## config.mk

```make
export PLATFORM = sky130hd
export DESIGN_NAME = cnn_layer_accel_awe_row_stride_buffer
export DESIGN_NICKNAME = d
export VERILOG_FILES = /design/src/rtl/cnn_layer_accel_awe_row_stride_buffer_pkg.sv /design/src/rtl/cnn_layer_accel_sync_fifo.sv /design/src/rtl/cnn_layer_accel_awe_row_stride_buffer.sv
export SDC_FILE = /design/constraint.sdc
export NUM_CORES = 1
export LEC_CHECK = 0
export ABC_AREA = 1
export BUFFER_PORTS_ARGS = -buffer_cell sky130_fd_sc_hd__buf_2
export CAP_MARGIN = 20
export CORE_ASPECT_RATIO = 0.9
export CORE_MARGIN = 2
export CORE_UTILIZATION = 32
export CTS_CLUSTER_DIAMETER = 200
export DETAILED_ROUTE_END_ITERATION = 10
export GPL_ROUTABILITY_DRIVEN = 0
export GPL_TIMING_DRIVEN = 0
export HOLD_SLACK_MARGIN = 0.06
export PLACE_DENSITY_LB_ADDON = 0.2
export SLEW_MARGIN = 5
export SYNTH_ARGS = -nofsm -noshare
export SYNTH_HDL_FRONTEND = slang
export SYNTH_SLANG_ARGS = --single-unit
```

## constraint.sdc

```tcl
create_clock -name clk -period 4.3 [get_ports clk]
set_input_delay 0 -clock clk [delete_from_list [all_inputs] [get_ports clk]]
set_output_delay 0 -clock clk [all_outputs]
set_load 0.03 [all_outputs]
```

## src/rtl/cnn_layer_accel_awe_row_stride_buffer_pkg.sv

```systemverilog
// Shared types and helpers for the row stride buffer: stride limit,
// controller state encoding and the last-kept-row calculation.
package cnn_layer_accel_awe_row_stride_buffer_pkg;

  localparam int MAX_STRIDE = 8;
  localparam int STRIDE_W   = $clog2(MAX_STRIDE);

  typedef enum logic [1:0] {
    ST_IDLE  = 2'd0,
    ST_RUN   = 2'd1,
    ST_DRAIN = 2'd2
  } rsb_state_e;

  // Largest row index <= rows that lands on a stride phase of zero.
  function automatic int unsigned last_kept_row(input int unsigned rows,
                                                input int unsigned stride_m1);
    return rows - (rows % (stride_m1 + 1));
  endfunction

endpackage

```

## src/rtl/cnn_layer_accel_sync_fifo.sv

```systemverilog
// Single-clock FIFO with extended pointers; head is read combinationally
// and forced to zero while empty so nothing stale leaks downstream.
module cnn_layer_accel_sync_fifo
  import cnn_layer_accel_awe_row_stride_buffer_pkg::*;
#(
  parameter int W     = 18,
  parameter int DEPTH = 16
) (
  input  logic                       clk,
  input  logic                       rst,
  input  logic                       wr_en,
  input  logic [W-1:0]               wr_data,
  input  logic                       rd_en,
  output logic [W-1:0]               rd_data,
  output logic                       full,
  output logic                       empty,
  output logic                       almost_full,
  output logic [$clog2(DEPTH):0]     count
);

  localparam int AW = $clog2(DEPTH);

  logic [AW:0]  wr_ptr;
  logic [AW:0]  rd_ptr;
  logic [W-1:0] mem [DEPTH];
  logic         do_wr;
  logic         do_rd;

  assign empty       = (wr_ptr == rd_ptr);
  assign full        = (wr_ptr[AW] != rd_ptr[AW]) && (wr_ptr[AW-1:0] == rd_ptr[AW-1:0]);
  assign count       = wr_ptr - rd_ptr;
  assign almost_full = (count >= (AW+1)'(DEPTH - 2));

  // A write into a full FIFO is allowed when the same cycle frees a slot.
  assign do_rd = rd_en && !empty;
  assign do_wr = wr_en && (!full || do_rd);

  assign rd_data = empty ? '0 : mem[rd_ptr[AW-1:0]];

  always_ff @(posedge clk or negedge rst) begin
    if (!rst) begin
      wr_ptr <= '0;
      rd_ptr <= '0;
    end else begin
      if (do_wr) wr_ptr <= wr_ptr + 1'b1;
      if (do_rd) rd_ptr <= rd_ptr + 1'b1;
    end
  end

  always_ff @(posedge clk) begin
    if (do_wr) mem[wr_ptr[AW-1:0]] <= wr_data;
  end

endmodule

```

## src/rtl/cnn_layer_accel_awe_row_stride_buffer.sv

```systemverilog
// Row decimation stage: keeps every (stride_size+1)-th row of a frame,
// tags row/frame ends and buffers kept samples in an output FIFO.
module cnn_layer_accel_awe_row_stride_buffer
  import cnn_layer_accel_awe_row_stride_buffer_pkg::*;
#(
  parameter int C_DATA_WIDTH = 16,
  parameter int C_FIFO_DEPTH = 16,
  parameter int C_COL_WIDTH  = 10
) (
  input  logic                    clk,
  input  logic                    rst,
  input  logic                    config_valid,
  input  logic [STRIDE_W-1:0]     stride_size,
  input  logic [C_COL_WIDTH-1:0]  row_width,
  input  logic [C_COL_WIDTH-1:0]  num_rows,
  input  logic [C_DATA_WIDTH-1:0] datain,
  input  logic                    datain_valid,
  output logic [C_DATA_WIDTH-1:0] dataout,
  output logic                    dataout_valid,
  input  logic                    dataout_ready,
  output logic                    dataout_row_last,
  output logic                    dataout_frame_last,
  output logic                    almost_full,
  output logic                    overflow,
  output logic                    frame_done
);

  localparam int FW = C_DATA_WIDTH + 2;
  localparam int AW = $clog2(C_FIFO_DEPTH);
  localparam logic [AW:0] ONE_LEFT = {{AW{1'b0}}, 1'b1};

  rsb_state_e             state;
  logic [STRIDE_W-1:0]    stride_r;
  logic [C_COL_WIDTH-1:0] row_width_r;
  logic [C_COL_WIDTH-1:0] num_rows_r;
  logic [C_COL_WIDTH-1:0] last_kept_r;
  logic [C_COL_WIDTH-1:0] col_cnt;
  logic [C_COL_WIDTH-1:0] row_cnt;
  logic [STRIDE_W-1:0]    phase_cnt;

  logic          accept;
  logic          col_last;
  logic          row_kept;
  logic          frame_end;
  logic          push;
  logic          pop;
  logic [FW-1:0] wr_data;
  logic [FW-1:0] rd_data;
  logic          fifo_full;
  logic          fifo_empty;
  logic [AW:0]   fifo_count;

  assign accept    = (state == ST_RUN) && datain_valid;
  assign col_last  = (col_cnt == row_width_r);
  assign row_kept  = (phase_cnt == '0);
  assign frame_end = accept && col_last && (row_cnt == num_rows_r);
  assign push      = accept && row_kept;
  assign pop       = dataout_valid && dataout_ready;
  assign wr_data   = {col_last && (row_cnt == last_kept_r), col_last, datain};

  cnn_layer_accel_sync_fifo #(
    .W     (FW),
    .DEPTH (C_FIFO_DEPTH)
  ) u_fifo (
    .clk         (clk),
    .rst         (rst),
    .wr_en       (push),
    .wr_data     (wr_data),
    .rd_en       (dataout_ready),
    .rd_data     (rd_data),
    .full        (fifo_full),
    .empty       (fifo_empty),
    .almost_full (almost_full),
    .count       (fifo_count)
  );

  assign {dataout_frame_last, dataout_row_last, dataout} = rd_data;
  assign dataout_valid = !fifo_empty;

  always_ff @(posedge clk or negedge rst) begin
    if (!rst) begin
      state       <= ST_IDLE;
      stride_r    <= '0;
      row_width_r <= '0;
      num_rows_r  <= '0;
      last_kept_r <= '0;
      col_cnt     <= '0;
      row_cnt     <= '0;
      phase_cnt   <= '0;
      overflow    <= 1'b0;
      frame_done  <= 1'b0;
    end else begin
      frame_done <= 1'b0;
      if (push && fifo_full && !pop) overflow <= 1'b1;
      case (state)
        ST_IDLE: begin
          if (config_valid) begin
            stride_r    <= stride_size;
            row_width_r <= row_width;
            num_rows_r  <= num_rows;
            last_kept_r <= C_COL_WIDTH'(last_kept_row(32'(num_rows), 32'(stride_size)));
            col_cnt     <= '0;
            row_cnt     <= '0;
            phase_cnt   <= '0;
            overflow    <= 1'b0;
            state       <= ST_RUN;
          end
        end
        ST_RUN: begin
          if (accept) begin
            if (col_last) begin
              col_cnt   <= '0;
              row_cnt   <= row_cnt + 1'b1;
              phase_cnt <= (phase_cnt == stride_r) ? '0 : phase_cnt + 1'b1;
            end else begin
              col_cnt <= col_cnt + 1'b1;
            end
            if (frame_end) state <= ST_DRAIN;
          end
        end
        ST_DRAIN: begin
          // Leave as the last entry goes so frame_done lines up with the final pop.
          if (fifo_empty || (pop && fifo_count == ONE_LEFT)) begin
            state      <= ST_IDLE;
            frame_done <= 1'b1;
          end
        end
        default: state <= ST_IDLE;
      endcase
    end
  end

endmodule
```

==> impl_metrics.json <==
{
  "busiest_layer": "met2",
  "ctsHtreeMaxLevel": 2,
  "area_delta_synth_final_pct": 29.9,
  "pre_cts_ws_ps": -53930,
  "io_buffers": 65,
  "crit_arrival_ps": 44970,
  "worst_slack_ps": -40220,
  "synthMuxAreaShare": 0,
  "tritoncts": "done",
  "drive_gt1_frac": 0.343,
  "use_met2": 0.319,
  "place_area_mm2": 0.0450,
  "antenna_found_initial": 5,
  "routedWlPerCell_um": 16.6,
  "drv_slew": 0,
  "hold_violations": 0,
  "r2r-end": "u_fifo.mem[11][17]",
  "first_iter_violations": 2759,
  "synth_edf_count": 288,
  "hold_start": "stride_size[0]",
  "r2r_slack_ps": 500,
  "grt_max_degree": 60,
  "grt_pass1_vias": 38108,
  "viasPerCell": 4.91,
  "syn_inst": 5659,
  "cpMostUsedCell": "nor2_4",
  "track_usage": 0.197,
  "die_x_um": 383,
  "min_path_type": "input port to flop",
  "cp-start-kind": "input port",
  "fin_crit_sh": 10.4,
  "synth-simple-area-share": 0.461,
  "fin_hold_ws_ps": 84.3,
  "syn-cell-area_mm2": 0.0413,
  "synthTopCellsByCount": "nand2_1 (1226), nor2_1 (655), inv_1 (639), nand3_1 (392), edfxtp_1 (288)",
  "whs_path_depth": 4,
  "fin_worst_skew_ps": 54.4,
  "grt_overflow": 0,
  "relSlewSlack": 0.260,
  "clkSlewWorstSetupHoldPaths_ps": 50,
  "synthMostInstantiatedCell": "nand2_1",
  "worst_pin_slew_ps": 1110,
  "reg2reg_from": "u_fifo.rd_ptr[1]",
  "grt_pass1_wl_mm": 211,
  "synth_top_family_by_area": "simple AND/OR/NAND/NOR gates",
  "synthTopCellsByArea": "edfxtp_1 (21%), nand2_1 (11%), nor2_1 (6.0%)",
  "rows": 124,
  "drc_errors": 0,
  "final_area_mm2": 0.0536,
  "netlist.area_leader.share": 0.210,
  "synth_largest_area_cell": "edfxtp_1",
  "cts_buffers": 40,
  "place_hpwl_mm": 100,
  "utilization": 0.421,
  "cts.sinks": 358,
  "initial_core_util": 0.324,
  "cp.required_ps": 4750,
  "postRouteAntennaNets": 0,
  "worstSkewPairLatency_ps": 610,
  "synth_xor_area_frac": 0.0358,
  "use_met1": 0.292,
  "rsz0062_at_grt": "true",
  "nets": 6613,
  "ys_ff_latch": 358,
  "core_area_mm2": 0.128,
  "slowest_delay_ps": 340,
  "finalSetupViolations": 10,
  "synthAdderAreaFrac": 0.0466,
  "rr_worst_depth": 13,
  "ios": 66,
  "maxCapViolations": 0,
  "ys_types": 82,
  "dieArea_mm2": 0.132,
  "ys_async_sr_fraction": 0.196,
  "synth_seq_area_share": 0.252,
  "routed_wl_mm": 135,
  "root_buffer": "clkbuf_16",
  "status": "complete, but fails checks",
  "violations": "setup timing",
  "clock.fmax_mhz": 22.5,
  "yosys_warnings": 0,
  "ys.flop_type": "edfxtp_1",
  "hold_end": "stride_r[0]",
  "avgSynthCellArea_um2": 7.29,
  "grt_use_met3": 0.0178,
  "path_class": "input port to flop",
  "cp-end-kind": "flop",
  "period_needed_ps": 44520,
  "cts_max_path_buffers": 3,
  "worstPathMaxFanout": 5,
  "drt_first_pass_iters": 6,
  "slowest_stage": "ha_1",
  "vias": 40007,
  "dieHeight_um": 345,
  "synth_compound_area_frac": 0.100
}
[worst max-delay path by stage]
stage | from | end | cells after the start
after floorplan | stride_size[0] | last_kept_r[9] | 375
after global placement | stride_size[0] | last_kept_r[9] | 370
after detailed placement | stride_size[0] | last_kept_r[9] | 375
after CTS | stride_size[0] | last_kept_r[9] | 371
after global routing | num_rows[1] | last_kept_r[9] | 366
final | num_rows[1] | last_kept_r[9] | 367
[layer usage]
metal	share of wire	wire, um
met3	0.042	5700
met2	0.45	60600
met5	0.00030	41
met4	0.0089	1210
met1	0.50	67500
[per-stage QoR]
| step | std cells | TNS [ps] |
|---|---|---|
| CTS | 8038 | -395020 |
| finish | 8150 | -396640 |
| floorplan | 5679 | -435820 |
| global route | 8149 | -420490 |
| global placement | 7445 | -675490 |
| detailed placement | 7466 | -528830 |
[cell families after synthesis]
logic type      count (synthesis)
buf+inv                       925
compound gates                678
flops                         358
xor+xnor                      166
fa+ha+maj                     152
other cells                     1
simple gates                 3379
[state kept, by name, summed over array words and instances (netlist names)]
| signal | count |
|---|---|
| num_rows_r | 10 |
| state | 2 |
| phase_cnt | 3 |
| frame_done | 1 |
| u_fifo.wr_ptr | 5 |
| u_fifo.rd_ptr | 5 |
| last_kept_r | 10 |
| stride_r | 3 |
| row_cnt | 10 |
| col_cnt | 10 |
| row_width_r | 10 |
| overflow | 1 |
| u_fifo.mem | 288 |
[critical path, delay by kind of cell]
kind / cells / cell delay [ps]
xor+xnor: 3 / 510
compound gates: 84 / 11300
fa+ha+maj: 31 / 7820
buf+inv: 96 / 8990
simple gates: 153 / 16020
[cell usage in the layout (no fill, tap or decap), types with 78 or more instances in the layout]
cell / Yosys / routed
buf_4: 1 / 550
nand2_1: 1226 / 1143
nand3_1: 392 / 380
inv_2: 66 / 109
inv_1: 639 / 577
nand3_2: 169 / 166
nor2_2: 103 / 126
nand2_2: 198 / 253
nor2_4: 89 / 130
nand4_1: 163 / 163
nand2_4: 120 / 144
ha_1: 149 / 78
o21ai_0: 275 / 215
nor2_1: 655 / 591
xor2_1: 114 / 113
edfxtp_1: 288 / 288
[layout make-up]
type                    count  area (um2)
flip-flops and latches    358       10400
diodes                      2        5.00
fillers                 12941       73900
well taps                1701        2130
inverters                 809        3410
clock buffers              44        1030
clock inverters            28         402
plain buffers             112        1020
repair inverters            1        5.00
multi-input cells        4397       29600
repair buffers            698        5620
[what timing repair did]
item / in CTS / in global routing
resized for setup: 342 / 177
setup buffers: 451 / 113
cloned: 3 / 1
hold endpoints to repair: 370 / 0
setup endpoints to repair: 10 / 22
pin swaps: 299 / 275
hold buffers: 47 / 0
Power is not shown: default switching activity piles up to over one toggle a cycle in this logic, so the estimate is an artifact.
